**config.mk**
```make
export PLATFORM = sky130hd
export DESIGN_NAME = pc_ctrl_flat
export DESIGN_NICKNAME = d
export VERILOG_FILES = /design/src/rtl/pc_ctrl_if.sv /design/src/rtl/pc_ctrl.sv /design/src/flat_wrapper.sv
export SDC_FILE = /design/constraint.sdc
export NUM_CORES = 1
export LEC_CHECK = 0
export CORE_MARGIN = 2
export CORE_UTILIZATION = 41
export CTS_BUF_LIST = sky130_fd_sc_hd__clkbuf_8 sky130_fd_sc_hd__clkbuf_16
export DETAILED_ROUTE_END_ITERATION = 12
export PLACE_DENSITY_LB_ADDON = 0.1
export SETUP_SLACK_MARGIN = 0.4
export SYNTH_ARGS = -nofsm -noshare
export SYNTH_HDL_FRONTEND = slang
export SYNTH_SLANG_ARGS = --single-unit
```
**constraint.sdc**
```tcl
create_clock -name Clk -period 2.4 [get_ports Clk]
set_input_delay 0.24 -clock Clk [delete_from_list [all_inputs] [get_ports Clk]]
set_output_delay 0.24 -clock Clk [all_outputs]
set_load 0.005 [all_outputs]
```
**src/rtl/pc_ctrl_if.sv**
```systemverilog
// Control/status bundle between a sequencer and the pc_ctrl program counter.
// BrCount exists only when PC_CTRL_BRCNT_EN is defined.
interface pc_ctrl_if #(
    parameter int PC_W = 10
);
    logic            Start;
    logic            Halt;
    logic            Stall;
    logic            BranchEn;
    logic            Taken;
    logic [1:0]      LutIdx;
    logic [1:0]      LutAddr;
    logic [PC_W-1:0] LutTarget;
    logic [PC_W-1:0] PC;
    logic            FetchValid;
    logic            Done;
`ifdef PC_CTRL_BRCNT_EN
    logic [15:0]     BrCount;

    modport master (
        output Start, Halt, Stall, BranchEn, Taken, LutIdx, LutTarget,
        input  LutAddr, PC, FetchValid, Done, BrCount
    );
    modport slave (
        input  Start, Halt, Stall, BranchEn, Taken, LutIdx, LutTarget,
        output LutAddr, PC, FetchValid, Done, BrCount
    );
`else
    modport master (
        output Start, Halt, Stall, BranchEn, Taken, LutIdx, LutTarget,
        input  LutAddr, PC, FetchValid, Done
    );
    modport slave (
        input  Start, Halt, Stall, BranchEn, Taken, LutIdx, LutTarget,
        output LutAddr, PC, FetchValid, Done
    );
`endif
endinterface

```
**src/rtl/pc_ctrl.sv**
```systemverilog
// Program-counter sequencer: IDLE/RUN/BRANCH/DONE with one-cycle branch bubble.
// Define PC_CTRL_BRCNT_EN to add the saturating BrCount branch counter.
module pc_ctrl #(
    parameter int              PC_W       = 10,
    parameter logic [PC_W-1:0] START_ADDR = '0
) (
    input logic       Clk,
    input logic       Reset,
    pc_ctrl_if.slave  bus
);

    typedef enum logic [1:0] {
        IDLE,
        RUN,
        BRANCH,
        DONE
    } state_t;

    state_t          state, state_nxt;
    logic [PC_W-1:0] pc;
    logic [1:0]      lut_addr;
    logic            fetch_valid;
    logic            done;
    logic            pc_load;
    logic            pc_inc;
    logic            pc_redirect;
    logic            lut_load;
    logic            taken;

    assign taken = bus.BranchEn && bus.Taken;

    always_ff @(posedge Clk) begin
        if (Reset) begin
            state <= IDLE;
        end else begin
            state <= state_nxt;
        end
    end

    always_comb begin
        state_nxt = state;
        unique case (state)
            IDLE: begin
                if (bus.Start) state_nxt = RUN;
            end
            RUN: begin
                if (bus.Halt)       state_nxt = DONE;
                else if (bus.Stall) state_nxt = RUN;
                else if (taken)     state_nxt = BRANCH;
                else                state_nxt = RUN;
            end
            BRANCH: begin
                state_nxt = RUN;
            end
            DONE: begin
                if (bus.Start) state_nxt = RUN;
            end
            default: state_nxt = IDLE;
        endcase
    end

    always_comb begin
        fetch_valid = 1'b0;
        done        = 1'b0;
        pc_load     = 1'b0;
        pc_inc      = 1'b0;
        pc_redirect = 1'b0;
        lut_load    = 1'b0;
        unique case (state)
            IDLE: begin
                pc_load = bus.Start;
            end
            RUN: begin
                fetch_valid = 1'b1;
                lut_load    = !bus.Halt && !bus.Stall && taken;
                pc_inc      = !bus.Halt && !bus.Stall && !taken;
            end
            BRANCH: begin
                pc_redirect = 1'b1;
            end
            DONE: begin
                done    = 1'b1;
                pc_load = bus.Start;
            end
            default: ;
        endcase
    end

    // LutTarget is a two's-complement offset, so plain modular addition covers negative jumps
    always_ff @(posedge Clk) begin
        if (Reset) begin
            pc       <= START_ADDR;
            lut_addr <= '0;
        end else begin
            if (pc_load)          pc <= START_ADDR;
            else if (pc_inc)      pc <= pc + PC_W'(1);
            else if (pc_redirect) pc <= pc + bus.LutTarget;
            if (lut_load) lut_addr <= bus.LutIdx;
        end
    end

    assign bus.PC         = pc;
    assign bus.LutAddr    = lut_addr;
    assign bus.FetchValid = fetch_valid;
    assign bus.Done       = done;

`ifdef PC_CTRL_BRCNT_EN
    logic [15:0] br_count;

    always_ff @(posedge Clk) begin
        if (Reset || pc_load) begin
            br_count <= '0;
        end else if (lut_load && (br_count != '1)) begin
            br_count <= br_count + 16'd1;
        end
    end

    assign bus.BrCount = br_count;
`endif

endmodule
```
**src/flat_wrapper.sv**
```systemverilog
// flat-port wrapper written by rule: the top's interface ports become plain ports
module pc_ctrl_flat 
#(
    parameter int              PC_W       = 10,
    parameter logic [PC_W-1:0] START_ADDR = '0
)
  (Clk, Reset, bus_Start, bus_Halt, bus_Stall, bus_BranchEn, bus_Taken, bus_LutIdx, bus_LutTarget, bus_LutAddr, bus_PC, bus_FetchValid, bus_Done);
  pc_ctrl_if #(.PC_W(PC_W)) bus_i ();
  input logic Clk;
  input logic Reset;
  input wire logic [$bits(bus_i.Start)-1:0] bus_Start;
  input wire logic [$bits(bus_i.Halt)-1:0] bus_Halt;
  input wire logic [$bits(bus_i.Stall)-1:0] bus_Stall;
  input wire logic [$bits(bus_i.BranchEn)-1:0] bus_BranchEn;
  input wire logic [$bits(bus_i.Taken)-1:0] bus_Taken;
  input wire logic [$bits(bus_i.LutIdx)-1:0] bus_LutIdx;
  input wire logic [$bits(bus_i.LutTarget)-1:0] bus_LutTarget;
  output wire logic [$bits(bus_i.LutAddr)-1:0] bus_LutAddr;
  output wire logic [$bits(bus_i.PC)-1:0] bus_PC;
  output wire logic [$bits(bus_i.FetchValid)-1:0] bus_FetchValid;
  output wire logic [$bits(bus_i.Done)-1:0] bus_Done;
  assign bus_i.Start = bus_Start;
  assign bus_i.Halt = bus_Halt;
  assign bus_i.Stall = bus_Stall;
  assign bus_i.BranchEn = bus_BranchEn;
  assign bus_i.Taken = bus_Taken;
  assign bus_i.LutIdx = bus_LutIdx;
  assign bus_i.LutTarget = bus_LutTarget;
  assign bus_LutAddr = bus_i.LutAddr;
  assign bus_PC = bus_i.PC;
  assign bus_FetchValid = bus_i.FetchValid;
  assign bus_Done = bus_i.Done;
  pc_ctrl #(.PC_W(PC_W), .START_ADDR(START_ADDR)) u_core (.Clk(Clk), .Reset(Reset), .bus(bus_i));
endmodule
```
==> results.toml, run 1 <==
[cts]
worstSkewPairLatency_ns = 0.25
clk_pin_slew_ns = 0.06
cts_tree = "built"
cts-root-buf = "clkbuf_8"
cts.htree.levels = 1
cts_hold_buf = 0
cts-buffers-inserted = 3
cts_buffer_depth = 2
cts_sinks = 14

[sta]
fin_crit_ns = 2.38
rsz0062_at_grt = "true"
tightest_slew_ns = 0.499
period_share_pct = 99.3
drv_slew = 0
fmax_mhz = 420
setup-tns-final_ns = 0
slew_headroom_pct = 66.7
setup-violations-final = 0
skew_ns = 0.00703
hold_violations = 0

[worst_setup_path]
cp_slowest_cell = "dfxtp_2"
critPathLaunchType = "flip-flop"
critPathBufInv = 3
end_kind = "flip-flop"
cp.required_ns = 2.51
max_stage_delay_ns = 0.32
path_class = "flip-flop to flip-flop"
crit_path_frequent_cell = "ha_4"
path_max_fanout = 4
cp.arrival_ns = 2.50
path_cells = "inv_2, ha_4, nand3_4, buf_6, nand2_4, inv_4, ha_4, a21oi_4, nand4b_1, a211o_1, and3_4, o311ai_4, o41ai_2"
crit_family = "compound AO/OA/AOI/OAI gates"

[detailed_routing]
ant_nets = 0
avgViaCountPerCell = 5.17
wl_per_cell_um = 15.3
drtIter0Drc = 23
drc_errors = 0
vias = 1153
wirelength_um = 3420
first_pass_iters = 4

[synth]
synth_seq_cells = 14
yosys_warnings = 0
synth_nets = 161
synthFlopType = "dfxtp_1"
syn_area_sq_mm = 0.00103
yosysSeqAreaShare_pct = 27.2
synth_cells = 129
synth_cell_types = 32
synth_edf_count = 0
syn_area_per_cell_sq_um = 7.99
synthArstFlopShare_pct = 0

[finish]
drive_above_1_share_pct = 39.4
finalNetCount = 226
nFillCells = 162
diodes = 0
area_delta_synth_final_pct = 86.2

[grt]
antenna_found_initial = 0
grt_pass1_vias = 1105
grt_max_degree = 12
grt_overflow = 0
grt_first_pass_wirelength_um = 5040
track_usage_pct = 24.7

[floorplanning]
core_area_sq_mm = 0.00243
die_w_um = 54.1
io_pins = 33
die_area_sq_mm = 0.00293
die_h_um = 54.1
placementRows = 18
start_util_pct = 42.4

[worst_hold_path]
hold_path.class = "flip-flop to flip-flop"

[placement]
place_congestion = 0.830
dp_hpwl_um = 2020
io_buffers = 32

[run_status]
outcome = "complete, no violations"

[power]
power.density_mw_per_mm2 = 403
total_power_uw = 773
leakage_uw = 0.000761
irDropWorstVdd_mv = 0.388

[flow_run]
maxCapViolations = 0
==> path summary, 6_finish.rpt <==
kind                                  from                            end  slack [ns]  depth (start not counted)
max           u_core.state[1]$_SDFFE_PP0P_  u_core.bus.PC[9]$_SDFFE_PP0P_        0.02                         13
min          u_core.bus.PC[8]$_SDFFE_PP0P_  u_core.bus.PC[8]$_SDFFE_PP0P_        0.48                          2
max reg2reg   u_core.state[1]$_SDFFE_PP0P_  u_core.bus.PC[9]$_SDFFE_PP0P_        0.02                         13
min reg2reg  u_core.bus.PC[8]$_SDFFE_PP0P_  u_core.bus.PC[8]$_SDFFE_PP0P_        0.48                          2
==> synth_stat cells, types with 2 or more instances <==
library cell | count | area (sq um)
and3_1 | 2 | 12.5
ha_1 | 12 | 150
o21ai_1 | 2 | 10.0
nor2_1 | 15 | 56.3
nand3_1 | 3 | 15.0
nand2b_1 | 5 | 31.3
and2_1 | 8 | 50.1
a21oi_1 | 13 | 65.1
inv_1 | 5 | 18.8
mux2i_1 | 3 | 30.0
nor3_1 | 3 | 15.0
clkbuf_1 | 3 | 11.3
nand2_1 | 14 | 52.6
nor2b_1 | 3 | 18.8
a21o_1 | 2 | 15.0
a211oi_1 | 4 | 30.0
xnor2_1 | 3 | 26.3
dfxtp_1 | 14 | 280
a31oi_1 | 2 | 12.5
==> report_power, final <==
group | switching (uW) | leakage (uW) | internal [uW]
clock | 96.9 | 0.0000288 | 145
combinational | 123 | 0.000618 | 153
sequential | 10.7 | 0.000114 | 244
total | 231 | 0.000761 | 542
==> cell type report <==
cell class / count / area, sq um / area share [%]
multi-input cells: 106 / 930 / 48.4
repair buffers: 64 / 593 / 30.9
flip-flops and latches: 14 / 283 / 14.7
clock buffers: 4 / 55.1 / 2.87
well taps: 30 / 37.5 / 1.96
inverters: 5 / 21.3 / 1.11
==> worst min-delay path, stage by stage, from the launching register on <==
cell	delay, ns
dfxtp_1	0.32
nand3_1	0.06
nand2_1	0.05
==> registers in the layout (all words and copies together) (netlist names) <==
signal,flops
u_core.bus.PC,10
u_core.bus.LutAddr,2
u_core.state,2
==> cells in the final DEF (no fill, tap or decap), types with 2 or more instances in the layout <==
cell type,Yosys,routed
a211oi_1,4,3
and2_1,8,5
mux2i_1,3,3
a31oi_1,2,2
clkdlybuf4s50_1,0,28
nor3_2,0,2
nor2_1,15,14
a21oi_1,13,6
nand2b_1,5,5
ha_1,12,5
a21o_1,2,2
buf_4,0,22
o21ai_2,0,2
ha_4,0,6
dfxtp_2,0,2
nor2b_1,3,2
nand2_1,14,12
dfxtp_1,14,12
clkbuf_8,0,4
and3_4,1,2
dlygate4sd2_1,0,4
nand3_1,3,2
buf_6,0,10
inv_1,5,2
a21oi_2,0,6
xnor2_1,3,2
and2_4,0,3
inv_2,0,2
==> per-stage QoR <==
step / setup slack, ns / area [sq um] / hold WS (ns) / utilization, % / std cells
CTS: 0.0865 / 1820 / 0.482 / 74.8 / 221
global route: -0.0780 / 1920 / 0.514 / 78.9 / 223
floorplan: 0.143 / 1100 / 0.302 / - / 129
detailed placement: -0.522 / 1580 / 0.473 / 64.8 / 206
global placement: -0.462 / 1580 / 0.460 / 64.8 / 206
finish: 0.0168 / 1920 / 0.476 / 78.9 / 223
==> cell families after synthesis <==
logic type	count (synthesis)	synth area share, %
and+or+nand+nor	58	28.8
DFF	14	27.2
adders and majority gates	13	16.5
buffers and inverters	9	3.28
AOI/OAI and AO/OA	29	18.8
xor gates and xnor gates	3	2.55
muxes	3	2.91
==> per-layer routing <==
| layer | vias to the layer above | track usage (%) | share of wire [%] |
|---|---|---|---|
| met3 | 8 | 4.44 | 3.4 |
| li1 | 575 | - | - |
| met4 | 0 | 12.5 | 2.8 |
| met2 | 28 | 40.4 | 49 |
| met5 | - | 0 | 0 |
| met1 | 542 | 30.6 | 45 |
==> what timing repair did <==
item | in CTS | in global routing
pin swaps | 15 | 13
gates resized for setup | 27 | 19
hold endpoints to repair | 0 | 0
endpoints found under the setup margin | 9 | 8
buffers inserted | 11 | 2
Note: power is estimated with default switching activity, not from simulation.
==> inputs of run 2 (changes only) <==
Settings changed: CORE_UTILIZATION 41 to 45.
Clock period 2.4 ns to 2.3 ns, I/O delays scaled along.
==> results.toml, run 2 (synthesis results as in run 1) <==
[run_status]
outcome = "complete, but fails checks"
violations = "negative setup slack"

[sta]
tightest_slew_ns = 0.543
hold_ws_ns = 0.493
rsz0062_at_grt = "true"
period_share_pct = 102
fin_crit_ns = 2.35
fin_ws_ns = -0.0462
skew_ns = 0.00600
setup-violations-final = 2
slew_headroom_pct = 63.6
drv_slew = 0
fmax_mhz = 426
hold_violations = 0

[finish]
area_delta_synth_final_pct = 79.6
mostFrequentLayoutCell = "clkdlybuf4s50_1"
diodes = 0
final_cell_mix = "28 x clkdlybuf4s50_1, 26 x buf_4, 13 x nor2_1, 12 x dfxtp_1, 11 x nand2_1"
largest_register_ffs = 10
final_cells = 216
finalNetCount = 222
drive_above_1_share_pct = 37.8

[floorplanning]
start_util_pct = 47.1
placementRows = 17
io_pins = 33
die_area_sq_mm = 0.00269
die_h_um = 51.9
die_w_um = 51.9
core_area_sq_mm = 0.00219

[detailed_routing]
wl_per_cell_um = 17.2
avgViaCountPerCell = 5.75
first_pass_iters = 7
drc_errors = 0
drtIter0Drc = 26
ant_nets = 0
vias = 1242
wirelength_um = 3720

[grt]
grt_first_pass_wirelength_um = 5390
grt_max_degree = 12
antenna_found_initial = 0
grt_overflow = 0
track_usage_pct = 26.7
grt_pass1_vias = 1187

[power]
p_sw_share_pct = 31.5
p_switching_uw = 239
p_int_uw = 520
leakage_uw = 0.000734
total_power_uw = 759
irDropWorstVdd_mv = 0.322
combPwrFrac_pct = 37.6
power.density_mw_per_mm2 = 410
pwr-share-clk_pct = 27.3
seqPwrFrac_pct = 35.1

[worst_setup_path]
cp.required_ns = 2.42
cp.arrival_ns = 2.47
cp_slowest_cell = "fa_2"
path_class = "flip-flop to flip-flop"
crit_family = "adder cells"
critPathBufInv = 2
path_cells = "inv_2, ha_4, nand3_4, nand2b_1, ha_2, inv_2, fa_2, nor2b_2, o21a_1, o21ai_2, a31oi_2, mux2i_1, nand2_1"
crit_path_frequent_cell = "inv_2"
path_max_fanout = 5
max_stage_delay_ns = 0.33
end_kind = "flip-flop"
critPathLaunchType = "flip-flop"

[cts]
cts-root-buf = "clkbuf_8"
cts_tree = "built"
clk_pin_slew_ns = 0.06
worstSkewPairLatency_ns = 0.24
cts.htree.levels = 1
cts_sinks = 14
cts-buffers-inserted = 3
cts_buffer_depth = 2

[placement]
io_buffers = 32
place_congestion = 0.804
dp_hpwl_um = 2220
place_ws_ns = -0.556
dp_cells = 204

[worst_hold_path]
hold_path.class = "flip-flop to flip-flop"

[flow_run]
maxCapViolations = 0
## run 2: repair_timing
| item | 4_1_cts | 5_1_grt |
|---|---|---|
| setup endpoints to repair | 9 | 8 |
| setup buffers | 4 | 4 |
| cloned | 1 | 0 |
| gates resized for setup | 23 | 13 |
| pin swaps | 23 | 21 |
| hold buffers | 0 | 0 |
## run 2: final timing paths
check | from | to | slack [ns] | cells past startpoint
setup / recovery | u_core.state[1]$_SDFFE_PP0P_ | u_core.bus.PC[8]$_SDFFE_PP0P_ | -0.05 | 13
hold / removal | u_core.bus.PC[0]$_SDFFE_PP0P_ | u_core.bus.PC[0]$_SDFFE_PP0P_ | 0.49 | 2
setup reg to reg | u_core.state[1]$_SDFFE_PP0P_ | u_core.bus.PC[8]$_SDFFE_PP0P_ | -0.05 | 13
hold reg to reg | u_core.bus.PC[0]$_SDFFE_PP0P_ | u_core.bus.PC[0]$_SDFFE_PP0P_ | 0.49 | 2
## run 2: area by class of cell
class                   instances  area, sq um
clock buffers                   3         41.3
fillers                       120          339
inverters                       5         18.8
multi-input cells             107          945
flip-flops and latches         14          283
well taps                      28         35.0
repair buffers                 59          529
## run 2: worst register-to-register path, cell delays in order (launching register included)
cell      delay (ns)
dfxtp_2         0.32
inv_2           0.07
ha_4            0.16
nand3_4         0.12
nand2b_1        0.11
ha_2            0.18
inv_2           0.04
fa_2            0.33
nor2b_2         0.14
o21a_1          0.16
o21ai_2         0.10
a31oi_2         0.17
mux2i_1         0.24
nand2_1         0.09
## run 2: layer usage
layer,vias to the layer above,share of wire [%],GRT usage (%)
met5,-,0,0
met4,0,2.6,7.02
met3,16,5.0,2.87
met2,54,50,46.8
met1,598,42,34.5
li1,574,-,-
## run 2: through the flow
step / utilization, % / TNS [ns] / instance area, sq um
2_1_floorplan: - / 0 / 1100
3_3_place_gp: 71.8 / -2.24 / 1570
3_5_place_dp: 71.8 / -2.58 / 1570
4_1_cts: 79.8 / -0.0268 / 1750
5_1_grt: 84.5 / -0.333 / 1850
6_report: 84.5 / -0.0724 / 1850
## run 2: power groups by stage
| stage | clock network, uW | logic (uW) | registers [uW] |
|---|---|---|---|
| floorplan | 0 | 119 | 270 |
| global placement | 0 | 217 | 269 |
| detailed placement | 0 | 225 | 270 |
| CTS | 211 | 253 | 265 |
| global route | 222 | 305 | 267 |
| finish | 207 | 285 | 267 |
